[config.mk]
export PLATFORM = sky130hd
export DESIGN_NAME = sprite_obstacle_lane_flat
export DESIGN_NICKNAME = d
export VERILOG_FILES = /design/src/rtl/sprite_obstacle_lane_if.sv /design/src/rtl/sprite_obstacle_lane.sv /design/src/flat_wrapper.sv
export SDC_FILE = /design/constraint.sdc
export NUM_CORES = 1
export LEC_CHECK = 0
export BUFFER_PORTS_ARGS = -buffer_cell sky130_fd_sc_hd__buf_2
export CAP_MARGIN = 20
export CELL_PAD_IN_SITES_DETAIL_PLACEMENT = 1
export CELL_PAD_IN_SITES_GLOBAL_PLACEMENT = 2
export CORE_AREA = 2 2 143 145
export CTS_BUF_LIST = sky130_fd_sc_hd__clkbuf_4
export CTS_CLUSTER_DIAMETER = 30
export DETAILED_ROUTE_END_ITERATION = 8
export DIE_AREA = 0 0 145 147
export PLACE_DENSITY_LB_ADDON = 0.1
export SLEW_MARGIN = 20
export SYNTH_ARGS = -nofsm -noshare
export SYNTH_HDL_FRONTEND = slang
export SYNTH_SLANG_ARGS = --single-unit
[constraint.sdc]
create_clock -name i_clk -period 4.7 [get_ports i_clk]
set_clock_uncertainty 0.1 [all_clocks]
set_input_delay 0.705 -clock i_clk [delete_from_list [all_inputs] [get_ports i_clk]]
set_output_delay 0.705 -clock i_clk [all_outputs]
set_load 0.02 [all_outputs]
[src/rtl/sprite_obstacle_lane_if.sv]
// Pixel-stream and control bundle between the frame controller (master)
// and one obstacle lane sprite (slave).
interface sprite_obstacle_lane_if;
  logic [15:0] i_x;
  logic [15:0] i_y;
  logic        i_v_sync;
  logic        i_spawn;
  logic        i_freeze;
  logic [7:0]  o_red;
  logic [7:0]  o_green;
  logic [7:0]  o_blue;
  logic        o_sprite_hit;
  logic        o_active;
  logic [15:0] o_sprite_y;

  modport master (
    output i_x, i_y, i_v_sync, i_spawn, i_freeze,
    input  o_red, o_green, o_blue, o_sprite_hit, o_active, o_sprite_y
  );

  modport slave (
    input  i_x, i_y, i_v_sync, i_spawn, i_freeze,
    output o_red, o_green, o_blue, o_sprite_hit, o_active, o_sprite_y
  );
endinterface

[src/rtl/sprite_obstacle_lane.sv]
// One 32x32 obstacle moving down a perspective lane, scaled x1/x2/x4 with depth,
// with registered colour, collision, visibility and y outputs.
module sprite_obstacle_lane #(
  parameter int          START_X        = 640,
  parameter int          X_DIR          = 1,
  parameter int          Y_END          = 592,
  parameter int          SCALE2_Y       = 300,
  parameter int          SCALE4_Y       = 450,
  parameter int          HIT_Y_MIN      = 144,
  parameter int          SPEED          = 1,
  parameter int          RESPAWN_FRAMES = 450,
  parameter int          AUTO_RESPAWN   = 1,
  parameter logic [23:0] FILL_RGB       = 24'h680100
) (
  input logic                  i_clk,
  input logic                  i_rst_n,
  sprite_obstacle_lane_if.slave bus
);

  typedef enum logic [1:0] {
    ST_IDLE = 2'd0,
    ST_MOVE = 2'd1,
    ST_HOLD = 2'd2
  } state_t;

  localparam logic [15:0] START_X_C   = 16'(START_X);
  localparam logic [15:0] Y_END_C     = 16'(Y_END);
  localparam logic [16:0] Y_END_17    = 17'(Y_END);
  localparam logic [15:0] SCALE2_C    = 16'(SCALE2_Y);
  localparam logic [15:0] SCALE4_C    = 16'(SCALE4_Y);
  localparam logic [15:0] HIT_MIN_C   = 16'(HIT_Y_MIN);
  localparam logic [16:0] SPEED_17    = 17'(SPEED);
  localparam logic [15:0] RESPAWN_C   = 16'(RESPAWN_FRAMES);

  // Ring obstacle bitmap: outer black rim, fill body, black-rimmed hole, rows 10..20 only.
  function automatic logic [1:0] rom_index(input logic [4:0] row, input logic [4:0] col);
    logic [1:0] idx;
    idx = 2'd0;
    if (row < 5'd10 || row > 5'd20) begin
      idx = 2'd0;
    end else if (col == 5'd0 || col == 5'd31) begin
      idx = 2'd1;
    end else if (row == 5'd10 || row == 5'd20) begin
      idx = 2'd2;
    end else if (col < 5'd9 || col > 5'd22) begin
      idx = 2'd2;
    end else if (row == 5'd11 || row == 5'd19 || col == 5'd9 || col == 5'd22) begin
      idx = 2'd1;
    end else begin
      idx = 2'd0;
    end
    return idx;
  endfunction

  function automatic logic [23:0] palette(input logic [1:0] idx);
    logic [23:0] rgb;
    case (idx)
      2'd2:    rgb = FILL_RGB;
      2'd1:    rgb = 24'h000000;
      default: rgb = 24'h000000;
    endcase
    return rgb;
  endfunction

  state_t      state_r, state_s;
  logic [15:0] y_r, y_s;
  logic [15:0] cnt_r, cnt_s;
  logic [15:0] x_r, x_s;
  logic        vs_prev_r;
  logic        tick_s;
  logic        step_s;
  logic [16:0] y_inc_s;
  logic [15:0] cnt_inc_s;
  logic [1:0]  shift_s;
  logic [15:0] half_s;
  logic [15:0] base_s;

  logic [16:0] size_s;
  logic [16:0] px_17_s, py_17_s, x_17_s, y_17_s;
  logic        inside_s;
  logic [6:0]  dx_s, dy_s;
  logic [4:0]  col_s, row_s;
  logic [1:0]  idx_s;
  logic [23:0] rgb_s;
  logic        hit_s;

  logic [23:0] rgb_r;
  logic        hit_r;
  logic        active_r;
  logic [15:0] sprite_y_r;

  assign tick_s = bus.i_v_sync & ~vs_prev_r;
  assign step_s = tick_s & ~bus.i_freeze;

  // Previous v_sync sample; resets high so reset release never looks like an edge.
  always_ff @(posedge i_clk) begin
    if (!i_rst_n) begin
      vs_prev_r <= 1'b1;
    end else begin
      vs_prev_r <= bus.i_v_sync;
    end
  end

  // State, y and hold counter registers.
  always_ff @(posedge i_clk) begin
    if (!i_rst_n) begin
      state_r <= ST_IDLE;
      y_r     <= 16'd0;
      cnt_r   <= 16'd0;
    end else begin
      state_r <= state_s;
      y_r     <= y_s;
      cnt_r   <= cnt_s;
    end
  end

  // Next-state logic; a spawn request overrides any same-cycle frame tick.
  always_comb begin
    state_s   = state_r;
    y_s       = y_r;
    cnt_s     = cnt_r;
    y_inc_s   = {1'b0, y_r} + SPEED_17;
    cnt_inc_s = cnt_r + 16'd1;
    if (bus.i_spawn) begin
      state_s = ST_MOVE;
      y_s     = 16'd0;
      cnt_s   = 16'd0;
    end else begin
      case (state_r)
        ST_IDLE: begin
          state_s = ST_IDLE;
        end
        ST_MOVE: begin
          if (step_s) begin
            if (y_inc_s >= Y_END_17) begin
              state_s = ST_HOLD;
              y_s     = Y_END_C;
              cnt_s   = 16'd0;
            end else begin
              y_s = y_inc_s[15:0];
            end
          end else begin
            y_s = y_r;
          end
        end
        ST_HOLD: begin
          if (step_s) begin
            if (cnt_inc_s == RESPAWN_C) begin
              cnt_s = 16'd0;
              if (AUTO_RESPAWN != 0) begin
                state_s = ST_MOVE;
                y_s     = 16'd0;
              end else begin
                state_s = ST_IDLE;
              end
            end else begin
              cnt_s = cnt_inc_s;
            end
          end else begin
            cnt_s = cnt_r;
          end
        end
        default: begin
          state_s = ST_IDLE;
          y_s     = 16'd0;
          cnt_s   = 16'd0;
        end
      endcase
    end
  end

  // Depth scale (as a shift) and lane x; boundaries belong to the larger scale.
  always_comb begin
    if (y_r < SCALE2_C) begin
      shift_s = 2'd0;
    end else if (y_r < SCALE4_C) begin
      shift_s = 2'd1;
    end else begin
      shift_s = 2'd2;
    end
    half_s = {1'b0, y_r[15:1]};
    if (X_DIR > 0) begin
      base_s = START_X_C + half_s;
    end else if (X_DIR < 0) begin
      base_s = START_X_C - half_s;
    end else begin
      base_s = START_X_C;
    end
    x_s = base_s - (16'd16 << shift_s);
  end

  // x follows y one cycle later, well before the next active line.
  always_ff @(posedge i_clk) begin
    if (!i_rst_n) begin
      x_r <= START_X_C - 16'd16;
    end else begin
      x_r <= x_s;
    end
  end

  // Bounding-box test at 17 bits, then bitmap lookup at the scaled address.
  always_comb begin
    size_s   = 17'd32 << shift_s;
    px_17_s  = {1'b0, bus.i_x};
    py_17_s  = {1'b0, bus.i_y};
    x_17_s   = {1'b0, x_r};
    y_17_s   = {1'b0, y_r};
    inside_s = (px_17_s >= x_17_s) && (px_17_s < x_17_s + size_s) &&
               (py_17_s >= y_17_s) && (py_17_s < y_17_s + size_s);
    dx_s     = bus.i_x[6:0] - x_r[6:0];
    dy_s     = bus.i_y[6:0] - y_r[6:0];
    case (shift_s)
      2'd1: begin
        col_s = dx_s[5:1];
        row_s = dy_s[5:1];
      end
      2'd2: begin
        col_s = dx_s[6:2];
        row_s = dy_s[6:2];
      end
      default: begin
        col_s = dx_s[4:0];
        row_s = dy_s[4:0];
      end
    endcase
    idx_s = rom_index(row_s, col_s);
    if (inside_s && state_r != ST_IDLE) begin
      rgb_s = palette(idx_s);
    end else begin
      rgb_s = 24'h000000;
    end
    hit_s = inside_s && (idx_s != 2'd0) && (state_r == ST_MOVE) &&
            (y_r >= HIT_MIN_C) && (y_r < Y_END_C);
  end

  // Registered pixel, collision and status outputs.
  always_ff @(posedge i_clk) begin
    if (!i_rst_n) begin
      rgb_r      <= 24'h000000;
      hit_r      <= 1'b0;
      active_r   <= 1'b0;
      sprite_y_r <= 16'd0;
    end else begin
      rgb_r      <= rgb_s;
      hit_r      <= hit_s;
      active_r   <= (state_s != ST_IDLE);
      sprite_y_r <= y_s;
    end
  end

  assign bus.o_red        = rgb_r[23:16];
  assign bus.o_green      = rgb_r[15:8];
  assign bus.o_blue       = rgb_r[7:0];
  assign bus.o_sprite_hit = hit_r;
  assign bus.o_active     = active_r;
  assign bus.o_sprite_y   = sprite_y_r;

endmodule

[src/flat_wrapper.sv]
// flat-port wrapper written by rule: the top's interface ports become plain ports
module sprite_obstacle_lane_flat 
#(
  parameter int          START_X        = 640,
  parameter int          X_DIR          = 1,
  parameter int          Y_END          = 592,
  parameter int          SCALE2_Y       = 300,
  parameter int          SCALE4_Y       = 450,
  parameter int          HIT_Y_MIN      = 144,
  parameter int          SPEED          = 1,
  parameter int          RESPAWN_FRAMES = 450,
  parameter int          AUTO_RESPAWN   = 1,
  parameter logic [23:0] FILL_RGB       = 24'h680100
)
  (i_clk, i_rst_n, bus_i_x, bus_i_y, bus_i_v_sync, bus_i_spawn, bus_i_freeze, bus_o_red, bus_o_green, bus_o_blue, bus_o_sprite_hit, bus_o_active, bus_o_sprite_y);
  sprite_obstacle_lane_if bus_i ();
  input logic i_clk;
  input logic i_rst_n;
  input wire logic [$bits(bus_i.i_x)-1:0] bus_i_x;
  input wire logic [$bits(bus_i.i_y)-1:0] bus_i_y;
  input wire logic [$bits(bus_i.i_v_sync)-1:0] bus_i_v_sync;
  input wire logic [$bits(bus_i.i_spawn)-1:0] bus_i_spawn;
  input wire logic [$bits(bus_i.i_freeze)-1:0] bus_i_freeze;
  output wire logic [$bits(bus_i.o_red)-1:0] bus_o_red;
  output wire logic [$bits(bus_i.o_green)-1:0] bus_o_green;
  output wire logic [$bits(bus_i.o_blue)-1:0] bus_o_blue;
  output wire logic [$bits(bus_i.o_sprite_hit)-1:0] bus_o_sprite_hit;
  output wire logic [$bits(bus_i.o_active)-1:0] bus_o_active;
  output wire logic [$bits(bus_i.o_sprite_y)-1:0] bus_o_sprite_y;
  assign bus_i.i_x = bus_i_x;
  assign bus_i.i_y = bus_i_y;
  assign bus_i.i_v_sync = bus_i_v_sync;
  assign bus_i.i_spawn = bus_i_spawn;
  assign bus_i.i_freeze = bus_i_freeze;
  assign bus_o_red = bus_i.o_red;
  assign bus_o_green = bus_i.o_green;
  assign bus_o_blue = bus_i.o_blue;
  assign bus_o_sprite_hit = bus_i.o_sprite_hit;
  assign bus_o_active = bus_i.o_active;
  assign bus_o_sprite_y = bus_i.o_sprite_y;
  sprite_obstacle_lane #(.START_X(START_X), .X_DIR(X_DIR), .Y_END(Y_END), .SCALE2_Y(SCALE2_Y), .SCALE4_Y(SCALE4_Y), .HIT_Y_MIN(HIT_Y_MIN), .SPEED(SPEED), .RESPAWN_FRAMES(RESPAWN_FRAMES), .AUTO_RESPAWN(AUTO_RESPAWN), .FILL_RGB(FILL_RGB)) u_core (.i_clk(i_clk), .i_rst_n(i_rst_n), .bus(bus_i));
endmodule
==> out/results.tsv <==
stage	metric	value	unit
status	outcome	complete, no violations	
placement	dpl.hpwl	17.2	mm
timing	post-route-period-util	94.2	%
route	drcViolationCount	0	
route	drt_iter0_markers	248	
logic_synthesis	ys_ff_latch	54	
worst_hold_path	hp-class	primary input to register	
critical_path	crit_path_start	u_core.y_r[15]$_SDFFE_PP0P_	
floorplan	die-area	21300	sq um
pwr	clockPowerShare	25.7	%
clock_tree	clk_pin_slew	0.19	ns
timing	final-hold-violation-count	0	
route	firstDrtPassIters	5	
placement	place_ws	-0.278	ns
pwr	power	0.956	mW
timing	timing.hold.ws	0.357	ns
layout	syn2layout_area_growth	13.5	%
logic_synthesis	ys_seq_area_share	17.3	%
timing	drv_slew	0	
route	route.antenna.remaining_nets	0	
critical_path	cp_cell_sequence	inv_1 -> ha_2 -> and4bb_2 -> o311ai_2 -> nand2b_1 -> inv_2 -> ha_2 -> fa_2 -> a21o_1 -> a21oi_2 -> nor3_1 -> xnor2_1 -> ha_1 -> and3_1 -> a31o_2 -> a21oi_2 -> nor2_1 -> a211o_1 -> a2111oi_4 -> buf_4 -> o311a_1	
critical_path	crit_buf_inv	3	
pwr	vdd_drop_max	0.0965	mV
route	routed_wl	21.1	mm
clock_tree	insertion_delay	0.44	ns
logic_synthesis	synth_edf_count	0	
critical_path	cp_max_fo	4	
placement	io_buffer_count	58	
clock_tree	cts_max_level	2	
floorplan	die_h	147	microns
global_route	antenna_found_initial	2	
route	wl_per_cell	18.4	microns
route	dr_total_vias	6093	
critical_path	cp-end-kind	register	
logic_synthesis	syn_area	6270	sq um
clock_tree	cts_root_buffer	clkbuf_4	
logic_synthesis	syn_avg_cell_area	7.86	sq um
global_route	grt_usage	19.6	%
clock_tree	cts_tree	yes	
global_route	grt_max_degree	26	
timing	relSlewSlack	48.6	%
placement	gp_congestion	0.858	
critical_path	path_class	register to register	
logic_synthesis	yosys_warnings	0	
critical_path	cp.required	5.00	ns
layout	layout.nets	1014	
critical_path	max_stage_delay	0.37	ns
pwr	power_frac_comb	25.8	%
clock_tree	clock_sinks	54	
route	dr.max_layer_used	met4	
route	met3WireLength	595	microns
global_route	grt_pass1_wl	33.9	mm
logic_synthesis	synthArstFlopShare	0	%
floorplan	initial_core_util	31.6	%
pwr	power.leakage	3.03	nW
placement	dp_cells	1133	
floorplan	core	19800	sq um
timing	tightest_slew	0.752	ns
route	via_per_inst	5.32	
critical_path	critPathTopFamily	compound AO/OA/AOI/OAI gates	
critical_path	start_kind	register	
pwr	intPower	0.617	mW
layout	fill_cells	2470	
layout	layout-drive-gt1-share	16.6	%
timing	setup_viol	0	
critical_path	cp_data_arrival_time	4.72	ns
run	max_cap_viol_count	0	
critical_path	r2r-start	u_core.y_r[15]$_SDFFE_PP0P_	
floorplan	die_x	145	microns
pwr	sw_frac_of_total	35.5	%
critical_path	cp_slowest_cell	fa_2	
global_route	grt_pass1_vias	6533	
global_route	gr-total-overflow	0	
timing	max_freq	226	MHz
pwr	p_sw	0.339	mW
layout	final_common_cell	ha_1	
clock_tree	cts.hold.buffers_added	0	
timing	worst_slack	0.273	ns
timing	post-route-min-period	4.43	ns
floorplan	row_count	52	
route	wl_met1	9.24	mm
logic_synthesis	syn_inst	797	
pwr	power_frac_seq	48.5	%
pwr	powerDensity	134	nW/um^2
layout	layout_common_cells	ha_1, nand2_1, buf_2	
clock_tree	clockBufferDepth	2	
worst_hold_path	hp-start	bus_i_v_sync	
clock_tree	cts_buffers	5	
floorplan	io_pins	79	
layout	layoutNonFillerInstCount	1146	
logic_synthesis	synthDistinctLibCells	77	
logic_synthesis	ys.flop_type	dfxtp_1	
route	wl_met2	11.0	mm
[synthesized netlist by cell type (16+ instances only)]
master     n  area share, %
buf_4     26            3.1
nand3_1   18            1.4
nand4_1   18            1.8
nand2_1   68            4.1
a21o_1    16            1.9
ha_1     100             20
a21oi_1   49            3.9
nor3_1    30            2.4
dfxtp_1   54             17
nor2_1    45            2.7
xnor2_1   33            4.6
inv_1     57            3.4
o21ai_0   35            2.8
[power groups by stage]
stage	clock network, mW	logic [mW]	registers, mW
2_1_floorplan	0	0.173	0.473
3_3_place_gp	0	0.230	0.473
3_5_place_dp	0	0.238	0.473
4_1_cts	0.265	0.242	0.464
5_1_grt	0.278	0.275	0.464
6_report	0.246	0.247	0.463
[through the flow]
step	setup TNS (ns)	area, sq um	utilization (%)
floorplan	0	6350	-
global placement	-0.235	6940	35.0
detailed placement	-0.536	6940	35.0
CTS	0	7030	35.4
global route	-0.00207	7110	35.8
finish	0	7110	35.9
[sequential cells by signal (all words and copies together), names as in the netlist]
register and count:
u_core.rgb_r 1, u_core.vs_prev_r 1, u_core.bus.o_active 1, u_core.x_r 16
u_core.state_r 2, u_core.bus.o_sprite_hit 1, u_core.y_r 16, u_core.cnt_r 16
[per-layer routing]
layer | vias up | GRT usage [%]
met4 | 0 | 3.61
met3 | 15 | 2.83
li1 | 3028 | -
met5 | - | 0
met1 | 2970 | 23.0
met2 | 80 | 38.0
[logic make-up (layout without fill, tap and decap cells)]
group | Yosys count | in the layout | synth area share, %
simple gates | 273 | 273 | 23.0
compound gates | 209 | 209 | 23.4
buf+inv | 107 | 161 | 8.15
fa+ha+maj | 104 | 104 | 21.2
flops | 54 | 54 | 17.3
xor+xnor | 46 | 46 | 6.43
mux | 3 | 3 | 0.479
other cells | 1 | 26 | 0.0598
[what timing repair did]
item / in CTS / in global routing
setup endpoints to repair: 2 / 2
pin swaps: 1 / 10
resized for setup: 4 / 22
setup buffers: 1 / 2
[cell type report]
type                       count  area, sq um  area share (%)
inverter                      59          224            3.15
clock inverter                 2         17.5           0.246
antenna                        3         7.51           0.106
timing repair buffer          95          568            7.98
clock buffer                   5         37.5           0.528
multi-input combinational    658         4840            68.0
tap                          270          338            4.75
sequential                    54         1080            15.2
[worst paths after layout]
path	to	slack, ns	cells after the start
max	u_core.bus.o_sprite_hit$_SDFF_PN0_	0.27	21
max reg2reg	u_core.bus.o_sprite_hit$_SDFF_PN0_	0.27	21
min	u_core.vs_prev_r$_SDFF_PN1_	0.36	2
min reg2reg	u_core.cnt_r[15]$_SDFFE_PP0P_	0.39	2
Power figures use the tool's default switching activity.
